==> config.mk <==
export PLATFORM = sky130hd
export DESIGN_NAME = food_placer
export DESIGN_NICKNAME = d
export VERILOG_FILES = /design/src/rtl/food_placer.sv
export SDC_FILE = /design/constraint.sdc
export NUM_CORES = 1
export LEC_CHECK = 0
export ABC_CLOCK_PERIOD_IN_PS = 1900
export BUFFER_PORTS_ARGS = -buffer_cell sky130_fd_sc_hd__buf_2
export CAP_MARGIN = 40
export CORE_MARGIN = 3
export CORE_UTILIZATION = 48
export CTS_CLUSTER_DIAMETER = 80
export DETAILED_ROUTE_END_ITERATION = 10
export HOLD_SLACK_MARGIN = 0.02
export PLACE_DENSITY_LB_ADDON = 0.08
export SYNTH_ARGS = -nofsm -noshare
export SYNTH_HDL_FRONTEND = slang
export SYNTH_SLANG_ARGS = --single-unit
==> constraint.sdc <==
create_clock -name I_clk -period 1.9 [get_ports I_clk]
set_input_delay 0 -clock I_clk [delete_from_list [all_inputs] [get_ports I_clk]]
set_output_delay 0 -clock I_clk [all_outputs]
set_load 0.05 [all_outputs]
==> src/rtl/food_placer.sv <==
// Food-box placement engine: draws grid cells from a free-running LFSR by rejection
// sampling, queries the snake-body occupancy logic, and commits or retries.
module food_placer #(
  parameter int unsigned COORD_W   = 10,
  parameter int unsigned X_ORIGIN  = 100,
  parameter int unsigned Y_ORIGIN  = 100,
  parameter int unsigned CELL_SIZE = 8,
  parameter int unsigned X_CELLS   = 100,
  parameter int unsigned Y_CELLS   = 60,
  parameter int unsigned RST_X     = 340,
  parameter int unsigned RST_Y     = 332,
  parameter logic [15:0] SEED      = 16'hACE1,
  parameter int unsigned MAX_TRIES = 15
) (
  input  logic               I_clk,
  input  logic               I_rst_n,
  input  logic               I_drive,
  input  logic               I_seed_load,
  input  logic [15:0]        I_seed,
  output logic               O_chk_req,
  output logic [COORD_W-1:0] O_chk_x,
  output logic [COORD_W-1:0] O_chk_y,
  input  logic               I_chk_hit,
  output logic [COORD_W-1:0] rand_x,
  output logic [COORD_W-1:0] rand_y,
  output logic               O_busy,
  output logic               O_done,
  output logic               O_fail
);

  localparam int unsigned XW = (X_CELLS > 1) ? $clog2(X_CELLS) : 1;
  localparam int unsigned YW = (Y_CELLS > 1) ? $clog2(Y_CELLS) : 1;

  typedef enum logic [2:0] {
    StIdle,
    StGenX,
    StGenY,
    StCheck,
    StWait
  } state_e;

  state_e             state_q, state_d;
  logic [7:0]         tries_q, tries_d;
  logic [15:0]        lfsr_q, lfsr_d;
  logic [XW-1:0]      idx_x_q;
  logic [COORD_W-1:0] chk_x_q, chk_y_q;
  logic [COORD_W-1:0] rand_x_q, rand_y_q;
  logic               done_q, fail_q;

  logic [XW-1:0]      cand_x;
  logic [YW-1:0]      cand_y;
  logic               x_ok, y_ok;
  logic               load_x, load_y, commit, give_up;

  function automatic logic [COORD_W-1:0] to_pix(input int unsigned origin,
                                                input int unsigned idx);
    to_pix = COORD_W'(origin + idx * CELL_SIZE);
  endfunction

  // LFSR next value: seed load wins over the Galois step; a zero seed would lock up.
  always_comb begin
    lfsr_d = lfsr_q[0] ? ((lfsr_q >> 1) ^ 16'hB400) : (lfsr_q >> 1);
    if (I_seed_load) begin
      lfsr_d = (I_seed == 16'h0000) ? 16'h0001 : I_seed;
    end
  end

  assign cand_x = lfsr_q[XW-1:0];
  assign cand_y = lfsr_q[YW-1:0];
  assign x_ok   = (32'(cand_x) < X_CELLS);
  assign y_ok   = (32'(cand_y) < Y_CELLS);

  // Next-state and datapath strobes for the search FSM.
  always_comb begin
    state_d = state_q;
    tries_d = tries_q;
    load_x  = 1'b0;
    load_y  = 1'b0;
    commit  = 1'b0;
    give_up = 1'b0;
    unique case (state_q)
      StIdle: begin
        if (I_drive) begin
          state_d = StGenX;
          tries_d = '0;
        end
      end
      StGenX: begin
        if (x_ok) begin
          load_x  = 1'b1;
          state_d = StGenY;
        end
      end
      StGenY: begin
        if (y_ok) begin
          load_y  = 1'b1;
          state_d = StCheck;
        end
      end
      StCheck: state_d = StWait;
      StWait: begin
        if (!I_chk_hit) begin
          commit  = 1'b1;
          state_d = StIdle;
        end else if (32'(tries_q) + 32'd1 < MAX_TRIES) begin
          tries_d = tries_q + 8'd1;
          state_d = StGenX;
        end else begin
          give_up = 1'b1;
          state_d = StIdle;
        end
      end
      default: state_d = StIdle;
    endcase
  end

  // FSM, LFSR and retry counter state.
  always_ff @(posedge I_clk or negedge I_rst_n) begin
    if (!I_rst_n) begin
      state_q <= StIdle;
      tries_q <= '0;
      lfsr_q  <= SEED;
    end else begin
      state_q <= state_d;
      tries_q <= tries_d;
      lfsr_q  <= lfsr_d;
    end
  end

  // Candidate capture, committed coordinate and result pulses.
  always_ff @(posedge I_clk or negedge I_rst_n) begin
    if (!I_rst_n) begin
      idx_x_q  <= '0;
      chk_x_q  <= '0;
      chk_y_q  <= '0;
      rand_x_q <= COORD_W'(RST_X);
      rand_y_q <= COORD_W'(RST_Y);
      done_q   <= 1'b0;
      fail_q   <= 1'b0;
    end else begin
      if (load_x) begin
        idx_x_q <= cand_x;
      end
      // The query coordinate is latched on entry to CHECK and held until the next one.
      if (load_y) begin
        chk_x_q <= to_pix(X_ORIGIN, 32'(idx_x_q));
        chk_y_q <= to_pix(Y_ORIGIN, 32'(cand_y));
      end
      if (commit) begin
        rand_x_q <= chk_x_q;
        rand_y_q <= chk_y_q;
      end
      done_q <= commit;
      fail_q <= give_up;
    end
  end

  assign O_chk_req = (state_q == StCheck);
  assign O_chk_x   = chk_x_q;
  assign O_chk_y   = chk_y_q;
  assign O_busy    = (state_q != StIdle);
  assign O_done    = done_q;
  assign O_fail    = fail_q;
  assign rand_x    = rand_x_q;
  assign rand_y    = rand_y_q;

endmodule
==> results of run 1 <==
## cell families after synthesis
group	count (synthesis)	synth area share
AOI/OAI and AO/OA	36	0.07892
and+or+nand+nor	62	0.1175
adders and majority gates	4	0.01697
DFF	66	0.5664
xor gates and xnor gates	9	0.02673
other	1	0.001272
muxes	37	0.1400
buffers and inverters	29	0.05218
## worst reg2reg max path, cell delays in order, from the launching register on
cell	delay, ps
sky130_fd_sc_hd__dfrtp_1	420
sky130_fd_sc_hd__and3_4	170
sky130_fd_sc_hd__and3_4	180
sky130_fd_sc_hd__or3_4	330
sky130_fd_sc_hd__a22oi_4	270
sky130_fd_sc_hd__nand3_1	110
sky130_fd_sc_hd__a32o_1	250
## sequential cells by signal, indices dropped and copies added, names as in the netlist
name and flops:
rand_y 7, lfsr_q 16, O_chk_x 8, tries_q 8, rand_x 8, O_done 1, O_chk_y 7, O_fail 1
idx_x_q 7, state_q 3
## worst max path at each step
stage,cells after the start,end,start
finish,6,tries_q[3]$_DFFE_PN0P_,tries_q[0]$_DFFE_PN0P_
global route,6,tries_q[3]$_DFFE_PN0P_,tries_q[1]$_DFFE_PN0P_
CTS,6,tries_q[3]$_DFFE_PN0P_,tries_q[0]$_DFFE_PN0P_
detailed placement,6,tries_q[4]$_DFFE_PN0P_,tries_q[0]$_DFFE_PN0P_
global placement,6,tries_q[4]$_DFFE_PN0P_,tries_q[0]$_DFFE_PN0P_
floorplan,7,tries_q[2]$_DFFE_PN0P_,state_q[0]$_DFFE_PN0P_
## repair_timing
action,4_1_cts,5_1_grt
endpoints found under the setup margin,2,9
hold endpoints to repair,83,0
resized for setup,2,6
pin swaps,3,3
cloned,0,0
hold buffers,18,0
buffers inserted,1,0
## cells in the final DEF, fill, tap and decap left out, types with 4 or more instances in the layout
cell type | Yosys | layout
sky130_fd_sc_hd__buf_2 | 3 | 56
sky130_fd_sc_hd__xnor2_1 | 4 | 4
sky130_fd_sc_hd__and3_4 | 0 | 4
sky130_fd_sc_hd__and2_1 | 4 | 4
sky130_fd_sc_hd__a21oi_1 | 5 | 4
sky130_fd_sc_hd__dlygate4sd3_1 | 0 | 18
sky130_fd_sc_hd__o21ai_0 | 18 | 18
sky130_fd_sc_hd__nor2_1 | 6 | 6
sky130_fd_sc_hd__dfrtp_1 | 51 | 51
sky130_fd_sc_hd__dfstp_2 | 15 | 15
sky130_fd_sc_hd__buf_4 | 11 | 8
sky130_fd_sc_hd__clkbuf_8 | 0 | 12
sky130_fd_sc_hd__xor2_1 | 5 | 5
sky130_fd_sc_hd__nand2_1 | 26 | 26
sky130_fd_sc_hd__inv_1 | 8 | 8
sky130_fd_sc_hd__mux2_2 | 32 | 32
sky130_fd_sc_hd__conb_1 | 1 | 8
## per-stage QoR
stage / instances / setup WS [ps]
after floorplan: 251 / 89.06
after global placement: 367 / 46.23
after detailed placement: 367 / 3.170
after CTS: 402 / 6.001
after global routing: 402 / -2.455
final: 402 / 55.57
## cell type report
type,count,share of cell area
Sequential cell,66,0.4453
Inverter,8,0.008005
Timing Repair Buffer,84,0.1494
Clock buffer,14,0.04603
Clock inverter,2,0.009340
Tap cell,72,0.02402
Multi-Input combinational cell,156,0.3179
## power breakdown
part,switching (mW),internal [mW],total (mW)
Combinational,1.76,0.832,2.59
Sequential,0.310,1.91,2.22
Clock,0.503,0.713,1.22
Total,2.57,3.45,6.02
## routing by layer
layer,share of wire,global-route usage,vias up
met2,0.48,0.2898,48
met4,0.018,0.08633,0
met5,0,0,-
met3,0.044,0.03925,9
li1,-,-,1002
met1,0.46,0.2224,972
==> metrics.log, run 1 <==
[metrics] Horiz. Die Dim: 84.39 µm
[metrics] core area: 0.005709 mm²
[metrics] Cell Rows: 27
[metrics] series of cell instances along the critical path: and3_4 -> and3_4 -> or3_4 -> a22oi_4 -> nand3_1 -> a32o_1
[metrics] total number of yosys warnings: 0
[metrics] antenna cell count: 0
[metrics] clock insertion delay at the later pin of the skew report: 330 ps
[metrics] r2r endpoint: tries_q[3]$_DFFE_PN0P_
[metrics] die extent in y: 84.39 µm
[metrics] routed length per placed instance: 14.23 µm
[metrics] CP delay by family, top: simple AND/OR/NAND/NOR gates
[metrics] critical path endpoint category: register
[metrics] remaining number of nets flagged by the antenna check after routing: 0
[metrics] Gate Count Post-Synth: 244
[metrics] clock tree sinks: between 60 and 70
[metrics] count of different cell masters after synthesis: 46
[metrics] hold violation total from the final report: 0
[metrics] filler cell count: 464
[metrics] drc violations: 0
[metrics] WP buf/inv: 0
[metrics] async set-or-reset flop fraction in the synthesized netlist: 1.000
[metrics] global-route usage over all layers: 0.1770
[metrics] area occupied by multi-input gates: 0.001192 mm²
[metrics] highest attainable clock frequency: between 0.5 and 0.6 GHz
[metrics] critical path's most frequent cell: sky130_fd_sc_hd__and3_4
[metrics] Inserted Clock Buffers: 9
[metrics] maximum ir drop on the vdd rail: 969.7 µV
[metrics] area fraction of the dominant cell type after synthesis: 0.4328
[metrics] number of enable-type register cells in the synthesized netlist: 0
[metrics] length of the first detailed-routing pass in iterations: 4
[metrics] share of cells above drive strength 1: 0.4303
[metrics] Starting Density: 0.5165
[metrics] syn avg cell area: between 10 and 15 µm²
[metrics] setup slack on the worst flop-to-flop path: approximately 56 ps
[metrics] share of synthesized area occupied by flip-flops and latches: 0.5664
[metrics] port buffer count: 56
[metrics] max-cap check violation count: 0
[metrics] Iter 0 DRT Violations: 77
[metrics] die outline area: 0.007121 mm²
[metrics] number of levels in the clock H-tree: 3
[metrics] final global-route overflow total: 0
[metrics] final RePlAce weighted congestion: about 0.77
[metrics] critical path required time: 2130 ps
[metrics] standby leakage power: 1.760 nW
[metrics] layout overhead on the synthesized area: 27.20%
[metrics] Crit Path Category: reg2reg
[metrics] Via density: 5.052
[metrics] most common cell in the synthesized netlist: sky130_fd_sc_hd__dfrtp_1
[metrics] worst hold path cell count: 3
[metrics] maximum count of clock buffers along a single path: 2
[metrics] final setup violating endpoints: 0
[metrics] power per cell area: 1606 mW/mm²
[metrics] CP startpoint kind: register
[metrics] CTS tree: built
[metrics] Max stage delay on crit path: 420 ps
[metrics] count of pins on the block boundary: 65
[metrics] minimum clock period after layout: 1844 ps
[metrics] number of antenna violations at the first check in global routing: 0
[metrics] arrival time at the worst endpoint: 2070 ps
[metrics] worst hold path class: in2reg
[metrics] sequential cell area in the final layout: ~0.0017 mm²
[metrics] wire length of the first global-routing pass: 10010 µm
[metrics] Worst R2R Path Depth: 6
[metrics] top cells by area in the synthesized netlist: sky130_fd_sc_hd__dfrtp_1, sky130_fd_sc_hd__dfstp_2, sky130_fd_sc_hd__mux2_2
[metrics] Max Clock Skew: approximately 11 ps
[metrics] Hold Crit Endpoint: lfsr_q[13]$_DFF_PN1_
[metrics] via count: 2031
[metrics] pin count of the biggest net entering global routing: 67
[metrics] RSZ-0062 raised after global routing: yes
[metrics] Final Routed Wirelength: 5721 µm
[metrics] cell at the root of the clock tree: sky130_fd_sc_hd__clkbuf_8
[metrics] commonest register cell after synthesis: sky130_fd_sc_hd__dfrtp_1
[metrics] Synth Cell Area: 0.002949 mm²
[metrics] portion of the clock cycle consumed by the worst path in the final layout: 0.9708
[metrics] Max stage delay cell, worst path: sky130_fd_sc_hd__dfrtp_1
[metrics] nets@finish: 350
[metrics] worst flop-to-flop path startpoint: tries_q[0]$_DFFE_PN0P_
[metrics] Clock transition at path regs: approximately 70 ps
[metrics] launch point of the worst hold path: I_seed_load
[metrics] hpwl dp: around 3800 µm
[metrics] number of global-route vias before repair: 2188
[metrics] Tot Pwr: 6.025 mW
[metrics] register bit total from synthesis: 66
[metrics] status: complete, no violations
[metrics] cell types with the highest counts after synthesis: sky130_fd_sc_hd__dfrtp_1, sky130_fd_sc_hd__mux2_2, sky130_fd_sc_hd__nand2_1
[metrics] sum of negative setup slack: 0 ps
[metrics] Critical Path Fanout Max: 5
[metrics] cell type with the largest total area after synthesis: sky130_fd_sc_hd__dfrtp_1
[metrics] post-route cell area: 0.003751 mm²
[metrics] Post-Place Cell Area: ~0.0033 mm²
[metrics] final worst hold slack: 72.51 ps
[metrics] final core occ: 0.6570
[metrics] final number of max-transition violations: 0
Power figures use the tool's default switching activity.
==> run 2, diff against run 1 <==
--- a/config.mk
+++ b/config.mk
@@ -8,6 +8,7 @@
 export ABC_CLOCK_PERIOD_IN_PS = 1900
 export BUFFER_PORTS_ARGS = -buffer_cell sky130_fd_sc_hd__buf_2
 export CAP_MARGIN = 40
+export CORE_ASPECT_RATIO = 0.8
 export CORE_MARGIN = 3
 export CORE_UTILIZATION = 48
 export CTS_CLUSTER_DIAMETER = 80
==> run 2 against run 1 <==
Against the previous run:
- clock skew down 3.4 ps
- utilization down 0.20 points
- worst setup slack got worse by 21 ps
- worst hold slack worse by 4.4 ps
- via count grew 0.49%
- non-clock buffer count is 1 lower
- highest routed layer unchanged
- maximum frequency is 1.1% lower
- clock power increased by 6%
- routed wire length up 1.2%
- die area is essentially flat
- design area fell by 0.37%
- register-to-register slack worse by 20 ps
==> metrics.log, run 2 (same netlist as run 1, synthesis figures left out) <==
[metrics] critical path endpoint category: register
[metrics] maximum ir drop on the vdd rail: 731.1 µV
[metrics] most common cell after layout, fill and taps aside: sky130_fd_sc_hd__buf_2
[metrics] pin count of the biggest net entering global routing: 67
[metrics] Horiz. Die Dim: about 94 µm
[metrics] Largest register FFs: 16
[metrics] maximum count of clock buffers along a single path: 2
[metrics] drc violations: 0
[metrics] clock tree sinks: 66
[metrics] final number of max-transition violations: 0
[metrics] port buffer count: 56
[metrics] nets@finish: 349
[metrics] Critical Path Fanout Max: 5
[metrics] register bank with the most flops: lfsr_q
[metrics] Crit Path Category: reg2reg
[metrics] standby leakage power: ~1.8 nW
[metrics] length of the first detailed-routing pass in iterations: 5
[metrics] worst-case setup slack after placement: 22.33 ps
[metrics] setup slack of the critical path after layout: 34.22 ps
[metrics] Worst R2R Path Depth: 8
[metrics] critical path required time: ~2100 ps
[metrics] cell at the root of the clock tree: sky130_fd_sc_hd__clkbuf_8
[metrics] top library cells by usage in the layout, fill and taps aside: sky130_fd_sc_hd__buf_2, sky130_fd_sc_hd__dfrtp_1, sky130_fd_sc_hd__mux2_2
[metrics] Via density: 5.015
[metrics] worst hold path class: in2reg
[metrics] via count: 2041
[metrics] RSZ-0062 raised after global routing: yes
[metrics] Tot Pwr: 6.080 mW
[metrics] core area: 0.005705 mm²
[metrics] final RePlAce weighted congestion: 0.9140
[metrics] final setup violating endpoints: 0
[metrics] clock insertion delay at the later pin of the skew report: 340 ps
[metrics] die extent in y: about 76 µm
[metrics] max-cap check violation count: 0
[metrics] number of global-route vias before repair: 2017
[metrics] arrival time at the worst endpoint: 2100 ps
[metrics] Max Clock Skew: 7.165 ps
[metrics] highest attainable clock frequency: 0.5360 GHz
[metrics] hpwl dp: 3775 µm
[metrics] share of cells above drive strength 1: 0.4195
[metrics] minimum clock period after layout: 1866 ps
[metrics] wire length of the first global-routing pass: about 9800 µm
[metrics] routed length per placed instance: 14.22 µm
[metrics] number of antenna violations at the first check in global routing: 0
[metrics] final core occ: 0.6550
[metrics] final global-route overflow total: 0
[metrics] number of levels in the clock H-tree: 3
[metrics] count of pins on the block boundary: 65
[metrics] power per cell area: 1627 mW/mm²
[metrics] CP startpoint kind: register
[metrics] Inserted Clock Buffers: 9
[metrics] worst hold path cell count: 3
[metrics] remaining number of nets flagged by the antenna check after routing: 0
[metrics] Cell Rows: 24
[metrics] die outline area: roughly 0.0071 mm²
[metrics] Clock transition at path regs: 70 ps
[metrics] Iter 0 DRT Violations: 117
[metrics] portion of the clock cycle consumed by the worst path in the final layout: 0.9820
[metrics] global-route usage over all layers: 0.1775
[metrics] hold violation total from the final report: 0
[metrics] post-route cell area: 0.003737 mm²
[metrics] Final Routed Wirelength: 5787 µm
[metrics] layout overhead on the synthesized area: 26.73%
[metrics] CTS tree: built
[metrics] Post-Place Cell Area: 0.003292 mm²
[metrics] status: complete, no violations
[metrics] Starting Density: 0.5169
[metrics] antenna cell count: 0
run 2: cell type report:
| class | instances | area (µm²) |
|---|---|---|
| Clock buffer | 12 | 145.1 |
| Clock inverter | 4 | 75.07 |
| Fill cell | 472 | 1968 |
| Inverter | 8 | 30.03 |
| Multi-Input combinational cell | 156 | 1179 |
| Sequential cell | 66 | 1670 |
| Tap cell | 78 | 97.59 |
| Timing Repair Buffer | 83 | 540.5 |
run 2: power breakdown:
group | internal, mW | total [mW] | switching, mW
clock | 0.776 | 1.29 | 0.518
combinational | 0.806 | 2.54 | 1.73
sequential | 1.91 | 2.25 | 0.339
run 2: worst max-delay path, stage by stage, from the launching register on:
cell and delay (ps):
sky130_fd_sc_hd__dfrtp_1 380, sky130_fd_sc_hd__ha_2 220, sky130_fd_sc_hd__and3_1 230, sky130_fd_sc_hd__nor3_2 50, sky130_fd_sc_hd__a21oi_1 220, sky130_fd_sc_hd__a22oi_4 120, sky130_fd_sc_hd__buf_4 160, sky130_fd_sc_hd__a21bo_2 180
sky130_fd_sc_hd__a32o_1 200
run 2: timing repair:
action,CTS,global route
hold buffers,18,0
hold endpoints to repair,86,0
endpoints found under the setup margin,0,8
resized for setup,0,5
setup buffers,0,3
run 2: final timing paths:
kind | from | endpoint | slack (ps)
max | tries_q[0]$_DFFE_PN0P_ | tries_q[3]$_DFFE_PN0P_ | 30
min | I_seed_load | lfsr_q[13]$_DFF_PN1_ | 70
max reg2reg | tries_q[0]$_DFFE_PN0P_ | tries_q[3]$_DFFE_PN0P_ | 30
min reg2reg | lfsr_q[12]$_DFF_PN0_ | lfsr_q[11]$_DFF_PN1_ | 490
max in group asynchronous | I_rst_n | lfsr_q[5]$_DFF_PN1_ | 1370
min in group asynchronous | I_rst_n | O_chk_y[7]$_DFFE_PN0P_ | 210
run 2: stage by stage:
stage | setup TNS [ps] | hold WS [ps] | std cells
global placement | 0 | 46.04 | 370
CTS | 0 | 50.34 | 404
detailed placement | 0 | 46.34 | 370
global route | -78.22 | 85.74 | 407
finish | 0 | 68.09 | 407
floorplan | 0 | -295.6 | 251
run 2: per-layer routing:
| layer | GRT usage | vias up | share of wire |
|---|---|---|---|
| li1 | - | 992 | - |
| met1 | 0.2498 | 974 | 0.50 |
| met2 | 0.2570 | 69 | 0.43 |
| met3 | 0.06318 | 6 | 0.059 |
| met4 | 0.05628 | 0 | 0.0083 |
| met5 | 0 | - | 0 |
==> run 3, diff against run 2 <==
--- a/config.mk
+++ b/config.mk
@@ -5,12 +5,12 @@
 export SDC_FILE = /design/constraint.sdc
 export NUM_CORES = 1
 export LEC_CHECK = 0
-export ABC_CLOCK_PERIOD_IN_PS = 1900
+export ABC_CLOCK_PERIOD_IN_PS = 2100
 export BUFFER_PORTS_ARGS = -buffer_cell sky130_fd_sc_hd__buf_2
 export CAP_MARGIN = 40
 export CORE_ASPECT_RATIO = 0.8
 export CORE_MARGIN = 3
-export CORE_UTILIZATION = 48
+export CORE_UTILIZATION = 50
 export CTS_CLUSTER_DIAMETER = 80
 export DETAILED_ROUTE_END_ITERATION = 10
 export HOLD_SLACK_MARGIN = 0.02
==> constraint.sdc (replaced) <==
create_clock -name I_clk -period 2.1 [get_ports I_clk]
set_input_delay 0 -clock I_clk [delete_from_list [all_inputs] [get_ports I_clk]]
set_output_delay 0 -clock I_clk [all_outputs]
set_load 0.05 [all_outputs]
==> run 3 against run 2 <==
Against the previous run:
- non-clock buffer count fell by 5
- via count is 0.59% lower
- register-to-register slack improved by 160 ps
- combinational power shrank 11%
- global-route usage barely moved
- sequential power shrank 9.3%
- maximum frequency shrank 2.1%
- clock power decreased by 18%
- critical path depth shrank 2
- sequential share of layout area rose by 0.99 points
- largest cell class unchanged
- routed wire length is 3.8% lower
- clock-buffer cell count fell by 1
==> metrics.log, run 3 (same netlist as run 1, synthesis figures left out) <==
[metrics] filler cell count: 471
[metrics] hold violation total from the final report: 0
[metrics] final worst hold slack: slightly above 80 ps
[metrics] length of the first detailed-routing pass in iterations: 4
[metrics] Worst R2R Path Depth: 6
[metrics] Final Routed Wirelength: 5565 µm
[metrics] final RePlAce weighted congestion: 0.7582
[metrics] critical path endpoint category: register
[metrics] antenna cell count: 0
[metrics] hpwl dp: roughly 3800 µm
[metrics] hold bufs inserted after CTS: 18
[metrics] standby leakage power: between 1.5 and 2 nW
[metrics] drc violations: 0
[metrics] final setup violating endpoints: 0
[metrics] highest attainable clock frequency: 0.5248 GHz
[metrics] clock tree sinks: 66
[metrics] CTS tree: built
[metrics] Largest register FFs: 16
[metrics] final number of max-transition violations: 0
[metrics] nets@finish: 344
[metrics] pin count of the biggest net entering global routing: 67
[metrics] arrival time at the worst endpoint: around 2100 ps
[metrics] remaining number of nets flagged by the antenna check after routing: 0
[metrics] maximum count of clock buffers along a single path: 2
[metrics] power per cell area: 1465 mW/mm²
[metrics] worst hold path class: in2reg
[metrics] setup slack on the worst flop-to-flop path: 190 ps
[metrics] layout overhead on the synthesized area: 23.97%
[metrics] RSZ-0062 raised after global routing: no
[metrics] register bank with the most flops: lfsr_q
[metrics] Hold Crit Endpoint: lfsr_q[13]$_DFF_PN1_
[metrics] minimum clock period after layout: 1906 ps
[metrics] core area: 0.005585 mm²
[metrics] launch point of the worst hold path: I_seed_load
[metrics] global-route usage over all layers: 0.1780
[metrics] via count: 2029
[metrics] number of levels in the clock H-tree: 3
[metrics] post-CTS setup buffer count: 0
[metrics] sum of negative setup slack: 0 ps
[metrics] critical path required time: about 2300 ps
[metrics] Starting Density: 0.5280
[metrics] clock insertion delay at the later pin of the skew report: 330 ps
[metrics] maximum ir drop on the vdd rail: approximately 1000 µV
[metrics] Crit Path Category: reg2reg
[metrics] worst hold path cell count: 3
[metrics] Iter 0 DRT Violations: 59
[metrics] Cell Rows: 24
[metrics] Horiz. Die Dim: between 90 and 100 µm
[metrics] Clock transition at path regs: 70 ps
[metrics] share of cells above drive strength 1: 0.3981
[metrics] die outline area: ~0.0069 mm²
[metrics] Critical Path Fanout Max: 6
[metrics] routed length per placed instance: 13.84 µm
[metrics] r2r endpoint: tries_q[4]$_DFFE_PN0P_
[metrics] status: complete, no violations
[metrics] cell at the root of the clock tree: sky130_fd_sc_hd__clkbuf_8
[metrics] Inserted Clock Buffers: 9
[metrics] Max Clock Skew: between 5 and 6 ps
[metrics] CP startpoint kind: register
[metrics] max-cap check violation count: 0
[metrics] portion of the clock cycle consumed by the worst path in the final layout: 0.9074
[metrics] Via density: 5.047
[metrics] number of antenna violations at the first check in global routing: 0
[metrics] port buffer count: 56
[metrics] die extent in y: 74.69 µm
[metrics] number of global-route vias before repair: 1915
[metrics] top library cells by usage in the layout, fill and taps aside: sky130_fd_sc_hd__buf_2, sky130_fd_sc_hd__dfrtp_1, sky130_fd_sc_hd__mux2_2
[metrics] count of pins on the block boundary: 65
[metrics] most common cell after layout, fill and taps aside: sky130_fd_sc_hd__buf_2
[metrics] wire length of the first global-routing pass: around 9400 µm
[metrics] worst flop-to-flop path startpoint: tries_q[0]$_DFFE_PN0P_
[metrics] cells resized by post-CTS repair: 0
[metrics] final global-route overflow total: 0
-- run 3: cell types whose count changed in the layout (fill, tap and decap cells not counted), sizes merged --
cell,before,now
buf,65,60
clkinv,0,3
bufinv,2,1
clkbuf,12,11
clkinvlp,2,1
-- run 3: metal layers --
layer / vias up / global-route usage / wire, µm / part of all wire
li1: 982 / - / - / -
met1: 974 / 0.2601 / 2921 / 0.52
met2: 66 / 0.2508 / 2243 / 0.40
met3: 7 / 0.06593 / 341 / 0.061
met4: 0 / 0.04942 / 59 / 0.011
met5: - / 0 / 0 / 0
-- run 3: layout make-up --
class,instances,area [µm²],share of cell area
inverters,8,30.03,0.008214
flip-flops and latches,66,1670,0.4569
well taps,78,97.59,0.02669
multi-input cells,156,1151,0.3149
clock inverters,5,52.55,0.01437
clock buffers,11,151.4,0.04141
repair buffers,78,503.0,0.1376
-- run 3: critical path: stages (launching register included) --
cell and delay (ps):
sky130_fd_sc_hd__dfrtp_1 410, sky130_fd_sc_hd__and3_1 210, sky130_fd_sc_hd__and3_1 190, sky130_fd_sc_hd__or3_4 340, sky130_fd_sc_hd__a22oi_4 280, sky130_fd_sc_hd__nand4_4 170
sky130_fd_sc_hd__and3_1 210
-- run 3: worst max-delay path by stage --
stage	from	end	slack [ps]	depth (start not counted)
floorplan	state_q[0]$_DFFE_PN0P_	tries_q[2]$_DFFE_PN0P_	120	7
finish	tries_q[0]$_DFFE_PN0P_	tries_q[4]$_DFFE_PN0P_	190	6
detailed placement	tries_q[0]$_DFFE_PN0P_	tries_q[4]$_DFFE_PN0P_	200	6
CTS	tries_q[0]$_DFFE_PN0P_	tries_q[4]$_DFFE_PN0P_	190	6
global placement	tries_q[0]$_DFFE_PN0P_	tries_q[4]$_DFFE_PN0P_	250	6
global route	tries_q[0]$_DFFE_PN0P_	tries_q[4]$_DFFE_PN0P_	80	7
-- run 3: stage by stage --
stage          setup WS (ps)  total power, mW    util  instances  area [µm²]
2_1_floorplan          120.9            3.807       -        251        2975
3_3_place_gp           251.5            4.274  0.5858        368        3272
3_5_place_dp           201.6            4.311  0.5858        368        3272
4_1_cts                190.8            5.424  0.6546        402        3656
5_1_grt                80.49            5.707  0.6546        402        3656
6_report               194.4            5.356  0.6546        402        3656
-- run 3: power by group --
part	internal [mW]	total, mW	switching (mW)
Clock	0.606	1.06	0.457
Combinational	0.693	2.26	1.56
Sequential	1.73	2.04	0.309
